--- src/rtl/opb_register_bank_ppc2simulink_pkg.sv ---
// Shared types and helpers for the OPB software register bank.
package opb_register_bank_ppc2simulink_pkg;

    // Transfer FSM: a hit in StIdle is acknowledged from StAck one cycle later.
    typedef enum logic [0:0] {StIdle, StAck} state_e;

    // Per-slot register kind.
    typedef enum logic [1:0] {ModeLevel, ModePulse, ModeStatus} slot_mode_e;

    localparam int unsigned MaxRegs = 64;

    // OPB numbers bits MSB-first; convert to LSB-first words and back.
    function automatic logic [31:0] dbus2word(input logic [0:31] d);
        logic [31:0] w;
        for (int k = 0; k < 32; k++) begin
            w[31-k] = d[k];
        end
        return w;
    endfunction

    function automatic logic [0:31] word2dbus(input logic [31:0] w);
        logic [0:31] d;
        for (int k = 0; k < 32; k++) begin
            d[k] = w[31-k];
        end
        return d;
    endfunction

    // be[j] (LSB-first) selects byte w[8j+7:8j] from new_w, else keeps old_w.
    function automatic logic [31:0] be_merge(input logic [31:0] old_w, input logic [31:0] new_w,
                                             input logic [3:0] be);
        logic [31:0] r;
        for (int j = 0; j < 4; j++) begin
            r[8*j +: 8] = be[j] ? new_w[8*j +: 8] : old_w[8*j +: 8];
        end
        return r;
    endfunction

endpackage

--- src/rtl/opb_register_bank_ppc2simulink_if.sv ---
// OPB slave-side bus signals, MSB-first numbering as on the bus.
interface opb_register_bank_ppc2simulink_if;
    logic [0:31] OPB_ABus;
    logic [0:3]  OPB_BE;
    logic [0:31] OPB_DBus;
    logic        OPB_RNW;
    logic        OPB_select;
    logic        OPB_seqAddr;
    logic [0:31] Sl_DBus;
    logic        Sl_xferAck;
    logic        Sl_errAck;
    logic        Sl_retry;
    logic        Sl_toutSup;

    modport master (
        output OPB_ABus, OPB_BE, OPB_DBus, OPB_RNW, OPB_select, OPB_seqAddr,
        input  Sl_DBus, Sl_xferAck, Sl_errAck, Sl_retry, Sl_toutSup
    );

    modport slave (
        input  OPB_ABus, OPB_BE, OPB_DBus, OPB_RNW, OPB_select, OPB_seqAddr,
        output Sl_DBus, Sl_xferAck, Sl_errAck, Sl_retry, Sl_toutSup
    );
endinterface

--- src/rtl/opb_register_bank_ppc2simulink_slot.sv ---
// One software register: level (PPC->fabric), pulse (one-cycle trigger) or status (fabric->PPC).
module opb_reg_slot
    import opb_register_bank_ppc2simulink_pkg::*;
#(
    parameter slot_mode_e  MODE        = ModeLevel,
    parameter logic [31:0] RESET_VALUE = 32'h0
) (
    input  logic        clk_i,
    input  logic        rst_ni,
    input  logic        wr_en_i,
    input  logic [3:0]  be_i,
    input  logic [31:0] wdata_i,
    input  logic [31:0] user_in_i,
    output logic [31:0] rd_data_o,
    output logic [31:0] user_out_o,
    output logic        wr_strobe_o
);
    localparam logic [31:0] ResetVal = (MODE == ModeLevel) ? RESET_VALUE : 32'h0;

    logic [31:0] value_q, value_d;
    logic        strobe_q;
    logic        unused_inputs;

    // Next value: level merges onto itself, pulse merges onto zero and self-clears.
    always_comb begin
        value_d = value_q;
        if (MODE == ModeLevel) begin
            if (wr_en_i) value_d = be_merge(value_q, wdata_i, be_i);
        end else if (MODE == ModePulse) begin
            value_d = wr_en_i ? be_merge(32'h0, wdata_i, be_i) : 32'h0;
        end else begin
            value_d = 32'h0;
        end
    end

    // Register state and the write strobe, both visible in the cycle after the write edge.
    always_ff @(posedge clk_i or negedge rst_ni) begin
        if (!rst_ni) begin
            value_q  <= ResetVal;
            strobe_q <= 1'b0;
        end else begin
            value_q  <= value_d;
            strobe_q <= wr_en_i && (MODE != ModeStatus);
        end
    end

    assign user_out_o  = (MODE == ModeStatus) ? 32'h0 : value_q;
    assign rd_data_o   = (MODE == ModeLevel)  ? value_q :
                         (MODE == ModeStatus) ? user_in_i : 32'h0;
    assign wr_strobe_o = strobe_q;

    assign unused_inputs = ^{user_in_i, be_i, wdata_i};
endmodule

--- src/rtl/opb_register_bank_ppc2simulink.sv ---
// OPB slave exposing C_NUM_REGS 32-bit software registers: decode, FSM, read mux, output gating.
module opb_register_bank_ppc2simulink
    import opb_register_bank_ppc2simulink_pkg::*;
#(
    parameter logic [31:0] C_BASEADDR    = 32'h010B2500,
    parameter logic [31:0] C_HIGHADDR    = 32'h010B25FF,
    parameter int unsigned C_OPB_AWIDTH  = 32,
    parameter int unsigned C_OPB_DWIDTH  = 32,
    parameter int unsigned C_NUM_REGS    = 8,
    parameter logic [63:0] C_RD_MASK     = 64'h0,
    parameter logic [63:0] C_PULSE_MASK  = 64'h0,
    parameter logic [31:0] C_RESET_VALUE = 32'h0,
    parameter string       C_FAMILY      = "virtex5"
) (
    input  logic                       OPB_Clk,
    input  logic                       OPB_Rst_n,
    opb_register_bank_ppc2simulink_if.slave opb,
    output logic [C_NUM_REGS*32-1:0]   user_data_out,
    input  logic [C_NUM_REGS*32-1:0]   user_data_in,
    output logic [C_NUM_REGS-1:0]      user_wr_strobe
);
    state_e                       state_q, state_d;
    logic [31:0]                  addr, wdata, offset, rd_mux, rd_q;
    logic [29:0]                  idx;
    logic [3:0]                   be;
    logic                         in_win, ack, hit;
    logic [C_NUM_REGS-1:0]        wr_en;
    logic [C_NUM_REGS-1:0][31:0]  slot_rd;
    logic                         unused_bus;

    assign addr   = dbus2word(opb.OPB_ABus);
    assign wdata  = dbus2word(opb.OPB_DBus);
    assign be     = {opb.OPB_BE[0], opb.OPB_BE[1], opb.OPB_BE[2], opb.OPB_BE[3]};
    assign in_win = (addr >= C_BASEADDR) && (addr <= C_HIGHADDR);
    assign offset = addr - C_BASEADDR;
    assign idx    = offset[31:2];
    assign ack    = (state_q == StAck);
    // Masking with ack stops a held select from re-hitting in the ack cycle.
    assign hit    = opb.OPB_select && in_win && !ack;

    // Per-index write enables and read mux; indices >= C_NUM_REGS match nothing.
    always_comb begin
        wr_en  = '0;
        rd_mux = 32'h0;
        for (int i = 0; i < int'(C_NUM_REGS); i++) begin
            wr_en[i] = hit && !opb.OPB_RNW && (idx == 30'(i));
            if (idx == 30'(i)) rd_mux = slot_rd[i];
        end
    end

    for (genvar i = 0; i < int'(C_NUM_REGS); i++) begin : g_slot
        localparam slot_mode_e Mode = C_RD_MASK[i]    ? ModeStatus :
                                      C_PULSE_MASK[i] ? ModePulse  : ModeLevel;
        opb_reg_slot #(
            .MODE        (Mode),
            .RESET_VALUE (C_RESET_VALUE)
        ) u_slot (
            .clk_i       (OPB_Clk),
            .rst_ni      (OPB_Rst_n),
            .wr_en_i     (wr_en[i]),
            .be_i        (be),
            .wdata_i     (wdata),
            .user_in_i   (user_data_in[32*i +: 32]),
            .rd_data_o   (slot_rd[i]),
            .user_out_o  (user_data_out[32*i +: 32]),
            .wr_strobe_o (user_wr_strobe[i])
        );
    end

    // Two-state transfer FSM: every hit gets exactly one ack cycle.
    always_comb begin
        state_d = state_q;
        unique case (state_q)
            StIdle:  if (hit) state_d = StAck;
            StAck:   state_d = StIdle;
            default: state_d = StIdle;
        endcase
    end

    // FSM state and read data captured at the hit edge.
    always_ff @(posedge OPB_Clk or negedge OPB_Rst_n) begin
        if (!OPB_Rst_n) begin
            state_q <= StIdle;
            rd_q    <= 32'h0;
        end else begin
            state_q <= state_d;
            rd_q    <= (hit && opb.OPB_RNW) ? rd_mux : 32'h0;
        end
    end

    // OR-bus: read data only during the ack cycle.
    assign opb.Sl_DBus    = ack ? word2dbus(rd_q) : '0;
    assign opb.Sl_xferAck = ack;
    assign opb.Sl_errAck  = 1'b0;
    assign opb.Sl_retry   = 1'b0;
    assign opb.Sl_toutSup = 1'b0;

    assign unused_bus = ^{opb.OPB_seqAddr, offset[1:0]};
endmodule

--- src/flat_wrapper.sv ---
// flat-port wrapper written by rule: the top's interface ports become plain ports
module opb_register_bank_ppc2simulink_flat import opb_register_bank_ppc2simulink_pkg::*;
#(
    parameter logic [31:0] C_BASEADDR    = 32'h010B2500,
    parameter logic [31:0] C_HIGHADDR    = 32'h010B25FF,
    parameter int unsigned C_OPB_AWIDTH  = 32,
    parameter int unsigned C_OPB_DWIDTH  = 32,
    parameter int unsigned C_NUM_REGS    = 8,
    parameter logic [63:0] C_RD_MASK     = 64'h0,
    parameter logic [63:0] C_PULSE_MASK  = 64'h0,
    parameter logic [31:0] C_RESET_VALUE = 32'h0,
    parameter string       C_FAMILY      = "       "
)
  (OPB_Clk, OPB_Rst_n, user_data_out, user_data_in, user_wr_strobe, opb_OPB_ABus, opb_OPB_BE, opb_OPB_DBus, opb_OPB_RNW, opb_OPB_select, opb_OPB_seqAddr, opb_Sl_DBus, opb_Sl_xferAck, opb_Sl_errAck, opb_Sl_retry, opb_Sl_toutSup);
  opb_register_bank_ppc2simulink_if opb_i ();
  input  logic OPB_Clk;
  input  logic OPB_Rst_n;
  output logic [C_NUM_REGS*32-1:0] user_data_out;
  input  logic [C_NUM_REGS*32-1:0] user_data_in;
  output logic [C_NUM_REGS-1:0] user_wr_strobe;
  input wire logic [$bits(opb_i.OPB_ABus)-1:0] opb_OPB_ABus;
  input wire logic [$bits(opb_i.OPB_BE)-1:0] opb_OPB_BE;
  input wire logic [$bits(opb_i.OPB_DBus)-1:0] opb_OPB_DBus;
  input wire logic [$bits(opb_i.OPB_RNW)-1:0] opb_OPB_RNW;
  input wire logic [$bits(opb_i.OPB_select)-1:0] opb_OPB_select;
  input wire logic [$bits(opb_i.OPB_seqAddr)-1:0] opb_OPB_seqAddr;
  output wire logic [$bits(opb_i.Sl_DBus)-1:0] opb_Sl_DBus;
  output wire logic [$bits(opb_i.Sl_xferAck)-1:0] opb_Sl_xferAck;
  output wire logic [$bits(opb_i.Sl_errAck)-1:0] opb_Sl_errAck;
  output wire logic [$bits(opb_i.Sl_retry)-1:0] opb_Sl_retry;
  output wire logic [$bits(opb_i.Sl_toutSup)-1:0] opb_Sl_toutSup;
  assign opb_i.OPB_ABus = opb_OPB_ABus;
  assign opb_i.OPB_BE = opb_OPB_BE;
  assign opb_i.OPB_DBus = opb_OPB_DBus;
  assign opb_i.OPB_RNW = opb_OPB_RNW;
  assign opb_i.OPB_select = opb_OPB_select;
  assign opb_i.OPB_seqAddr = opb_OPB_seqAddr;
  assign opb_Sl_DBus = opb_i.Sl_DBus;
  assign opb_Sl_xferAck = opb_i.Sl_xferAck;
  assign opb_Sl_errAck = opb_i.Sl_errAck;
  assign opb_Sl_retry = opb_i.Sl_retry;
  assign opb_Sl_toutSup = opb_i.Sl_toutSup;
  opb_register_bank_ppc2simulink #(.C_BASEADDR(C_BASEADDR), .C_HIGHADDR(C_HIGHADDR), .C_OPB_AWIDTH(C_OPB_AWIDTH), .C_OPB_DWIDTH(C_OPB_DWIDTH), .C_NUM_REGS(C_NUM_REGS), .C_RD_MASK(C_RD_MASK), .C_PULSE_MASK(C_PULSE_MASK), .C_RESET_VALUE(C_RESET_VALUE), .C_FAMILY(C_FAMILY)) u_core (.OPB_Clk(OPB_Clk), .OPB_Rst_n(OPB_Rst_n), .opb(opb_i), .user_data_out(user_data_out), .user_data_in(user_data_in), .user_wr_strobe(user_wr_strobe));
endmodule
--- config.mk ---
export PLATFORM = sky130hd
export DESIGN_NAME = opb_register_bank_ppc2simulink_flat
export DESIGN_NICKNAME = d
export VERILOG_FILES = /design/src/rtl/opb_register_bank_ppc2simulink_pkg.sv /design/src/rtl/opb_register_bank_ppc2simulink_if.sv /design/src/rtl/opb_register_bank_ppc2simulink_slot.sv /design/src/rtl/opb_register_bank_ppc2simulink.sv /design/src/flat_wrapper.sv
export SDC_FILE = /design/constraint.sdc
export NUM_CORES = 1
export LEC_CHECK = 0
export ABC_AREA = 0
export CAP_MARGIN = 30
export CORE_AREA = 2 2 244 246
export CTS_BUF_LIST = sky130_fd_sc_hd__clkbuf_8
export DETAILED_ROUTE_END_ITERATION = 16
export DIE_AREA = 0 0 246 248
export GPL_TIMING_DRIVEN = 0
export RECOVER_POWER = 50
export SLEW_MARGIN = 20
export SYNTH_ARGS = -nofsm -noshare
export SYNTH_HDL_FRONTEND = slang
export SYNTH_SLANG_ARGS = --single-unit
export TNS_END_PERCENT = 5
--- constraint.sdc ---
create_clock -name OPB_Clk -period 3 [get_ports OPB_Clk]
set_input_delay 0.6 -clock OPB_Clk [delete_from_list [all_inputs] [get_ports OPB_Clk]]
set_output_delay 0.6 -clock OPB_Clk [all_outputs]
set_load 0.05 [all_outputs]
Yosys cells after proc, flatten, opt, wreduce, memory -nomap -nowiden --
Cells that the tools add are included.
Storage, ports and cells: latch bits 0, memories kept 0, input port bits 329, word-level logic and storage cells 113, bits in writable memories 0, bits in read-only memories 0, register bits 297, output and inout bits 300
Cells by class: shift-type cells 0, multiply operators 0, reduce and logical (&&, ||, !) cells 48, eq/ne operators 7, add/sub/neg operators 1, bitwise logic cells 1, div/mod/pow operators 0, order comparisons 2, mux-type cells 12
Operator list (number):
- two-way mux 32 bit | 10
- == test 30 x 3 -> 1 bit, second input constant | 4
- AND reduction 2 bit | 32
- == test 30 x 2 -> 1 bit, second input constant | 2
- greater-or-equal comparator 32 x 25 -> 1 bit, second input constant | 1
- <= comparator 32 x 25 -> 1 bit, second input constant | 1
- subtractor 32 x 25 -> 32 bit, second input constant | 1
- == test 30 x 1 -> 1 bit, second input constant | 1
- logical NOT 30 bit | 1
- logical AND 1 bit | 13
- logical NOT 1 bit | 2
- case mux 1 bit (2 select lines) | 1
- two-way mux 1 bit | 1
- NOT 1 bit | 1

Longest topological paths before layout --
Gate-level depths: netlist of the first run.
depth in word-level cells 11, depth in mapped cells 9, depth with buffers taken out 6

Hierarchy --
From an unflattened synthesis of the first run, not the netlist that was laid out.
Unflattened totals: cell total of the unflattened synthesis 1220, area, all modules 15562.4 µm²
Modules (own cells, without submodules):
- opb_reg_slot | cells an instance 101, area each 1451.4 µm², seq. area each 825.8 µm², times used 8
- opb_register_bank_ppc2simulink | cells an instance 412, area each 3951.3 µm², seq. area each 825.8 µm², times used 1

Worst setup path after synthesis of the first run --
Ideal clock, no wire load.
kind input port to flip-flop, start point input opb_OPB_ABus[11], end point register u_core.g_slot[0].u_slot.value_q[0], data arrival time 3.029 ns, cell stages on the path 8, path buffers 2, required time 2.875 ns, setup time 0.125 ns, path slack -0.154 ns, cells stage by stage o21ai_0 nand3_1 a211o_1 a221o_1 buf_2 buf_2 nor4_4 mux2_2
Between the ends: longest elaborated chain between the ends 7, elaborated cells on any way between the ends 10, classes of those cells 1 x add/sub; 2 x order compare; 7 x reduce/logical
RTL lines:
- from (decl) | line flat_wrapper.sv:21 | input wire logic [$bits(opb_i.OPB_ABus)-1:0] opb_OPB_ABus;
- parallel branches: the longest is 5 deep, another holds subtractor 32 x 25 -> 32 bit
- logical AND 1 bit (*) | line opb_register_bank_ppc2simulink.sv:46 | wr_en[i] = hit && !opb.OPB_RNW && (idx == 30'(i));
- AND reduction 2 bit (no line) (*)
- to (signal assigned) | line opb_register_bank_ppc2simulink_slot.sv:39 | value_q <= ResetVal;
- to (signal assigned) | line opb_register_bank_ppc2simulink_slot.sv:42 | value_q <= value_d;
- to (decl) | line opb_register_bank_ppc2simulink_slot.sv:20 | logic [31:0] value_q, value_d;
Mark *: on every way between the ends. A chain may end at the register's enable or synchronous reset.

Worst setup path after layout of the first run --
start point input opb_OPB_ABus[3], end point register u_core.rd_q[5]
Between the ends: longest elaborated chain between the ends 11, elaborated cells on any way between the ends 24, classes of those cells 1 x add/sub; 2 x order compare; 7 x eq/ne; 9 x mux; 5 x reduce/logical
RTL lines:
- subtractor 32 x 25 -> 32 bit | line opb_register_bank_ppc2simulink.sv:35 | assign offset = addr - C_BASEADDR;
- logical NOT 30 bit | line opb_register_bank_ppc2simulink.sv:47 | if (idx == 30'(i)) rd_mux = slot_rd[i];
- two-way mux 32 bit (8 in a row) | line opb_register_bank_ppc2simulink.sv:47
- two-way mux 32 bit (*) | line opb_register_bank_ppc2simulink.sv:87 | rd_q <= (hit && opb.OPB_RNW) ? rd_mux : 32'h0;
- to (signal assigned) | line opb_register_bank_ppc2simulink.sv:87
- to (decl) | line opb_register_bank_ppc2simulink.sv:23 | logic [31:0] addr, wdata, offset, rd_mux, rd_q;
Every way passes the cells marked *; elsewhere a longest branch is shown, timed or not.

==> run summary, run 1 <==
status: complete, no violations
peak supply drop: 0.274 mV
first-pass GRT wire length: 94.3 mm
Routed wire per std cell: 27.2 µm
largest net degree at the start of global routing: 91
Yosys cell types: 54
post-synthesis register bit count: 297
area share of the largest cell type after synthesis: 49.8%
ys async rst share: 100%
H-tree lvl count: 2
Yosys warning count: 0
r2r setup slk: 0.07 ns
fin nets: 1,974
Die Span Y: 248 µm
PwrDens: 394 nW/µm²
buffer depth of the longest clock path: 3
clock latency on the worst-skew pair: 0.64 ns
HP Class: input port to async pin
Worst R2R End: u_core.g_slot[6].u_slot.rd_data_o[24]
CP Launch Type: input port
Avg Inst Size Synth: 12.9 µm²
register area share after synthesis: 49.8%
post-route minimum period: 2.98 ns
Post-Synthesis Cells: 1,157
CP cell instances: clkdlybuf4s50_1 -> clkbuf_1 -> clkbuf_1 -> mux4_2 -> nand2_1 -> nor2_1 -> o2111a_1
total of max-cap violations: 0
Vias: 12,426
CTS buffer count: 54
vias in the first global route: 12,748
reg2reg path depth: 9
final instance area: 21,700 µm²
DR pass1 iterations: 5
Final Max Slew Viols: 0
R2R Path Start: u_core.opb.Sl_xferAck
CP max-delay cell: clkbuf_1
Setup Crit Path Kind: input port to flop
area of placed instances: 19,800 µm²
M1 WL: 28.8 mm
Synth-to-Final Area Change: 45.4%
Leakage Power: 10.4 nW
total congestion overflow: 0
Die Area: 61,000 µm²
part of the cycle the worst path needs: 99.5%
Row Count: 89
Fin. Hold Viols: 0
Fmax: 0.335 GHz
worst path arrival time: 3.47 ns
clock skew: 0.0329 ns
Worst EP required: 3.49 ns
Core ar.: 58,500 µm²
DRC Markers: 0
Max Fanout on Critical Path: 10
CP dominant cell by count: clkbuf_1
top layer in use: met5
Avg Vias per Cell: 5.05
CTS Sinks: 297
Crit. End Element: flop
starting density of the core: 25.5%
post-DP HPWL: 49.3 mm
antenna violations before repair: 5
RSZ-0062 raised after global routing: true
worst hold margin: 0.422 ns
setup violators final: 0
Ports: 629
Die X: 246 µm
Initial DRC Count: 1,013
Clk pin slew, worst setup/hold paths: 0.07 ns
worst-margin pin slew: 1.32 ns
GP Congestion: 0.853
Post-synth top flop: dfrtp_1
final WL: 66.9 mm
Routed Antenna Nets: 0
post-place setup slack: -1.82 ns
CTS root buf: clkbuf_8
wire length on met3: 7.62 mm
TritonCTS clock tree: done
CP peak stage delay: 0.78 ns
Yosys top cell by area: dfrtp_1
largest cells by area after synthesis: dfrtp_1 50%, mux2_2 20%, nor4_4 4.3%
non-filler cells, final: 2,463
GR Util All Layers: 21.6%
EDFF count, synth: 0
relative slew slack: 12.0%
area of the mapped netlist: 14,900 µm²
Port Buffers: 361
DP Cell Count: 2,310
final worst slack: 0.0156 ns
met2 routed WL: 28.8 mm
layout cell share with drive strength beyond 1: 32.5%
==> cell type report <==
class                      instances  area, µm²
tap                              773        967
sequential                       297       7430
clock buffer                      67        922
antenna                            3       7.51
buffer                            82        459
multi-input combinational        774       7230
fill                            5692      36800
clock inverter                    31        156
timing repair buffer             432       4490
inverter                           4       15.0
==> critical path, delay by kind of cell <==
kind	cells	cell delay [ns]
simple gates	2	0.14
mux	1	0.44
compound gates	1	0.24
buf+inv	3	2.04
==> where the power goes <==
part / internal, mW / switching (mW)
combinational: 0.198 / 0.473
clock: 2.09 / 1.77
sequential: 4.01 / 0.0000000147
==> timing repair <==
action | in CTS | in global routing
setup endpoints to repair | 318 | 294
buffers inserted | 43 | 8
resized for setup | 80 | 55
pin swaps | 41 | 10
hold buffers | 1 | 0
hold endpoints to repair | 31 | 0
==> through the flow <==
stage	TNS [ns]	power (mW)	util, %
floorplan	-24.37	4.32	-
global placement	-3937.37	4.70	33.4
detailed placement	-452.19	4.72	33.8
CTS	-0.464	8.64	36.9
global route	-2.83	8.88	37.1
finish	0	8.54	37.1
==> synth_stat cells (20+ instances only) <==
master    number
a211oi_1      20
or3_1         20
nand2_1       39
nor3_1        35
o21ai_0       26
mux4_2        28
mux2_2       263
clkbuf_1      45
dfrtp_1      297
nor4_4        30
and2_1        54
nand3_1       35
a21oi_1       38
mux2i_1       29
nor2_1        32
==> per-layer routing <==
metal  vias to the layer above  global-route usage (%)
met1                      6413                    29.3
met2                       591                    31.6
li1                       5329                       -
met4                         2                    6.17
met3                        91                    8.66
met5                         -                       0
==> registers in the layout, summed over array words and instances (netlist names) <==
name,cells
u_core.g_slot.u_slot.rd_data_o,256
u_core.g_slot.u_slot.wr_strobe_o,8
u_core.opb.Sl_xferAck,1
u_core.rd_q,32
==> cells in the final DEF, fill, tap and decap left out, types with 25 or more instances in the layout <==
cell type	instances
dfrtp_1	296
mux2i_1	29
inv_1	27
o21ai_0	25
clkbuf_8	67
a21oi_1	38
nor2_1	31
mux4_2	28
dlygate4sd2_1	28
clkdlybuf4s50_1	169
nor4_4	34
clkbuf_2	25
buf_4	43
dlygate4sd3_1	145
mux2_2	263
nor3_1	33
and2_1	54
nand2_1	39
nand3_1	35
==> worst max path at each step <==
| stage | start | end | slack (ns) | cells after the start |
|---|---|---|---|---|
| after global placement | OPB_Rst_n | u_core.g_slot[0].u_slot.rd_data_o[1] | -11.76 | 1 |
| after detailed placement | opb_OPB_ABus[20] | u_core.g_slot[7].u_slot.rd_data_o[12] | -1.82 | 8 |
| final | opb_OPB_ABus[3] | u_core.rd_q[5] | 0.02 | 7 |
| after global routing | opb_OPB_ABus[17] | u_core.rd_q[22] | -0.07 | 9 |
| after floorplan | opb_OPB_ABus[20] | u_core.g_slot[0].u_slot.rd_data_o[0] | -0.1 | 7 |
| after CTS | u_core.opb.Sl_xferAck | opb_Sl_DBus[16] | -0.07 | 3 |
==> cells by family after synthesis <==
family,after synthesis,share of synthesized area (%)
muxes,320,26.0
other,1,0.0252
buffers and inverters,88,2.63
AOI/OAI and AO/OA,145,6.89
and+or+nand+nor,306,14.6
DFF,297,49.8
Note: power is estimated with default switching activity, not from simulation.
==> inputs of run 2 (changes only) <==
--- a/config.mk
+++ b/config.mk
@@ -13,7 +13,7 @@
 export DIE_AREA = 0 0 246 248
 export GPL_TIMING_DRIVEN = 0
 export RECOVER_POWER = 50
-export SLEW_MARGIN = 20
+export SLEW_MARGIN = 15
 export SYNTH_ARGS = -nofsm -noshare
 export SYNTH_HDL_FRONTEND = slang
 export SYNTH_SLANG_ARGS = --single-unit
==> run 2 against run 1 <==
Clock-buffer cell count increased by 1; register-to-register slack improved by 0.02 ns; maximum frequency increased by 0.38%; flip-flop and latch count unchanged; worst setup slack improved by 0.011 ns; global-route usage about the same; die area unchanged; critical path type unchanged; critical endpoint is now u_core.g_slot[4].u_slot.rd_data_o[13]; largest cell class unchanged; highest routed layer unchanged.
==> run summary, run 2 (synthesis results as in run 1) <==
status: complete, no violations
TritonCTS clock tree: done
final worst slack: 0.0270 ns
Fin. Hold Viols: 0
post-route minimum period: 2.97 ns
relative slew slack: 1.62%
worst hold margin: 0.439 ns
post-DP HPWL: 49.3 mm
Clk pin slew, worst setup/hold paths: 0.07 ns
Die Span Y: 248 µm
GR Util All Layers: 21.6%
setup violators final: 0
Final Power: 8.67 mW
Core ar.: 58,500 µm²
HP Class: input port to async pin
Initial DRC Count: 1,013
antenna violations before repair: 5
GP Congestion: 0.853
M1 WL: 29.2 mm
Die Area: 61,000 µm²
r2r setup slk: 0.09 ns
Synth-to-Final Area Change: 45.8%
first-pass GRT wire length: 94.4 mm
Max Fanout on Critical Path: 10
total of max-cap violations: 0
most frequent cells in the layout: 296 x dfrtp_1, 263 x mux2_2, 181 x clkdlybuf4s50_1
PwrDens: 399 nW/µm²
Crit. End Element: flop
Leakage Power: 10.3 nW
buffer depth of the longest clock path: 3
fin nets: 1,974
R2R Path Start: u_core.opb.Sl_xferAck
Routed wire per std cell: 27.2 µm
layout cell share with drive strength beyond 1: 32.8%
H-tree lvl count: 2
Die X: 246 µm
worst-margin pin slew: 1.48 ns
Setup Crit Path Kind: input port to flop
non-filler cells, final: 2,461
CP endpoint: u_core.g_slot[4].u_slot.rd_data_o[13]
Port Buffers: 361
reg2reg path depth: 9
met2 routed WL: 28.7 mm
vias in the first global route: 12,669
DP Cell Count: 2,311
clock latency on the worst-skew pair: 0.65 ns
commonest non-fill, non-tap cell in the layout: dfrtp_1
CTS Sinks: 297
Avg Vias per Cell: 5.09
CP Launch Type: input port
CTS root buf: clkbuf_8
peak supply drop: 0.281 mV
part of the cycle the worst path needs: 99.1%
final core occ: 37.2%
Final Max Slew Viols: 0
total congestion overflow: 0
CTS buffer count: 55
post-place setup slack: -1.83 ns
starting density of the core: 25.5%
clock skew: 0.0388 ns
RSZ-0062 raised after global routing: true
Row Count: 89
Routed Antenna Nets: 0
Worst Setup SP: opb_OPB_ABus[5]
final WL: 66.9 mm
Vias: 12,516
Fmax: 0.336 GHz
DRC Markers: 0
wire length on met3: 7.16 mm
Ports: 629
DR pass1 iterations: 7
Worst EP required: 3.51 ns
worst path arrival time: 3.48 ns
max reg flops: 256
Worst R2R End: u_core.g_slot[6].u_slot.rd_data_o[1]
top layer in use: met5
largest net degree at the start of global routing: 103
-- run 2: power breakdown --
| group | leakage [nW] | internal, mW | switching, mW |
|---|---|---|---|
| clock network | 0.636 | 2.20 | 1.79 |
| registers | 4.15 | 4.01 | 0.0000000153 |
| logic | 5.50 | 0.202 | 0.472 |
| total | 10.3 | 6.41 | 2.26 |
-- run 2: layout make-up --
class                   count  area, µm²
fillers                  5703      36700
multi-input cells         774       7240
repair buffers            429       4490
diodes                      5       12.5
inverters                   4       15.0
flip-flops and latches    297       7430
clock buffers              68        936
well taps                 773        967
plain buffers              84        470
clock inverters            27        170
-- run 2: repair_timing --
| item | in CTS | in global routing |
|---|---|---|
| hold endpoints to repair | 7 | 0 |
| setup buffers | 42 | 5 |
| pin swaps | 39 | 11 |
| hold buffers | 1 | 0 |
| endpoints found under the setup margin | 318 | 295 |
| resized for setup | 93 | 69 |
-- run 2: worst min path at each step --
stage	from	end	depth (start not counted)
global route	OPB_Rst_n	u_core.g_slot[7].u_slot.rd_data_o[23]	2
detailed placement	OPB_Rst_n	u_core.g_slot[5].u_slot.rd_data_o[23]	1
finish	OPB_Rst_n	u_core.g_slot[7].u_slot.rd_data_o[23]	2
floorplan	OPB_Rst_n	u_core.g_slot[0].u_slot.rd_data_o[0]	0
CTS	OPB_Rst_n	u_core.g_slot[7].u_slot.rd_data_o[23]	2
global placement	u_core.g_slot[6].u_slot.rd_data_o[20]	u_core.g_slot[6].u_slot.rd_data_o[20]	1
-- run 2: per-layer routing --
| metal | global-route usage (%) | vias to the layer above |
|---|---|---|
| met5 | 0 | - |
| met4 | 5.95 | 2 |
| met3 | 7.84 | 101 |
| met2 | 31.9 | 604 |
| met1 | 29.7 | 6438 |
| li1 | - | 5371 |
-- run 2: worst max-delay path: stages --
cell and delay [ns]:
clkdlybuf4s50_1 0.41, clkbuf_1 0.33, nand2b_1 0.26, clkbuf_2 0.26, nor3_1 0.25, clkbuf_4 0.31, nand3_1 0.15, nor4_4 0.38
buf_12 0.19, mux2_2 0.34
-- run 2: through the flow --
| stage | instance area (µm²) | TNS (ns) |
|---|---|---|
| 5_1_grt | 21700 | -1.23 |
| 4_1_cts | 21600 | -0.247 |
| 2_1_floorplan | 14900 | -24.37 |
| 3_5_place_dp | 19800 | -456.28 |
| 3_3_place_gp | 19500 | -3937.37 |
| 6_report | 21700 | 0 |
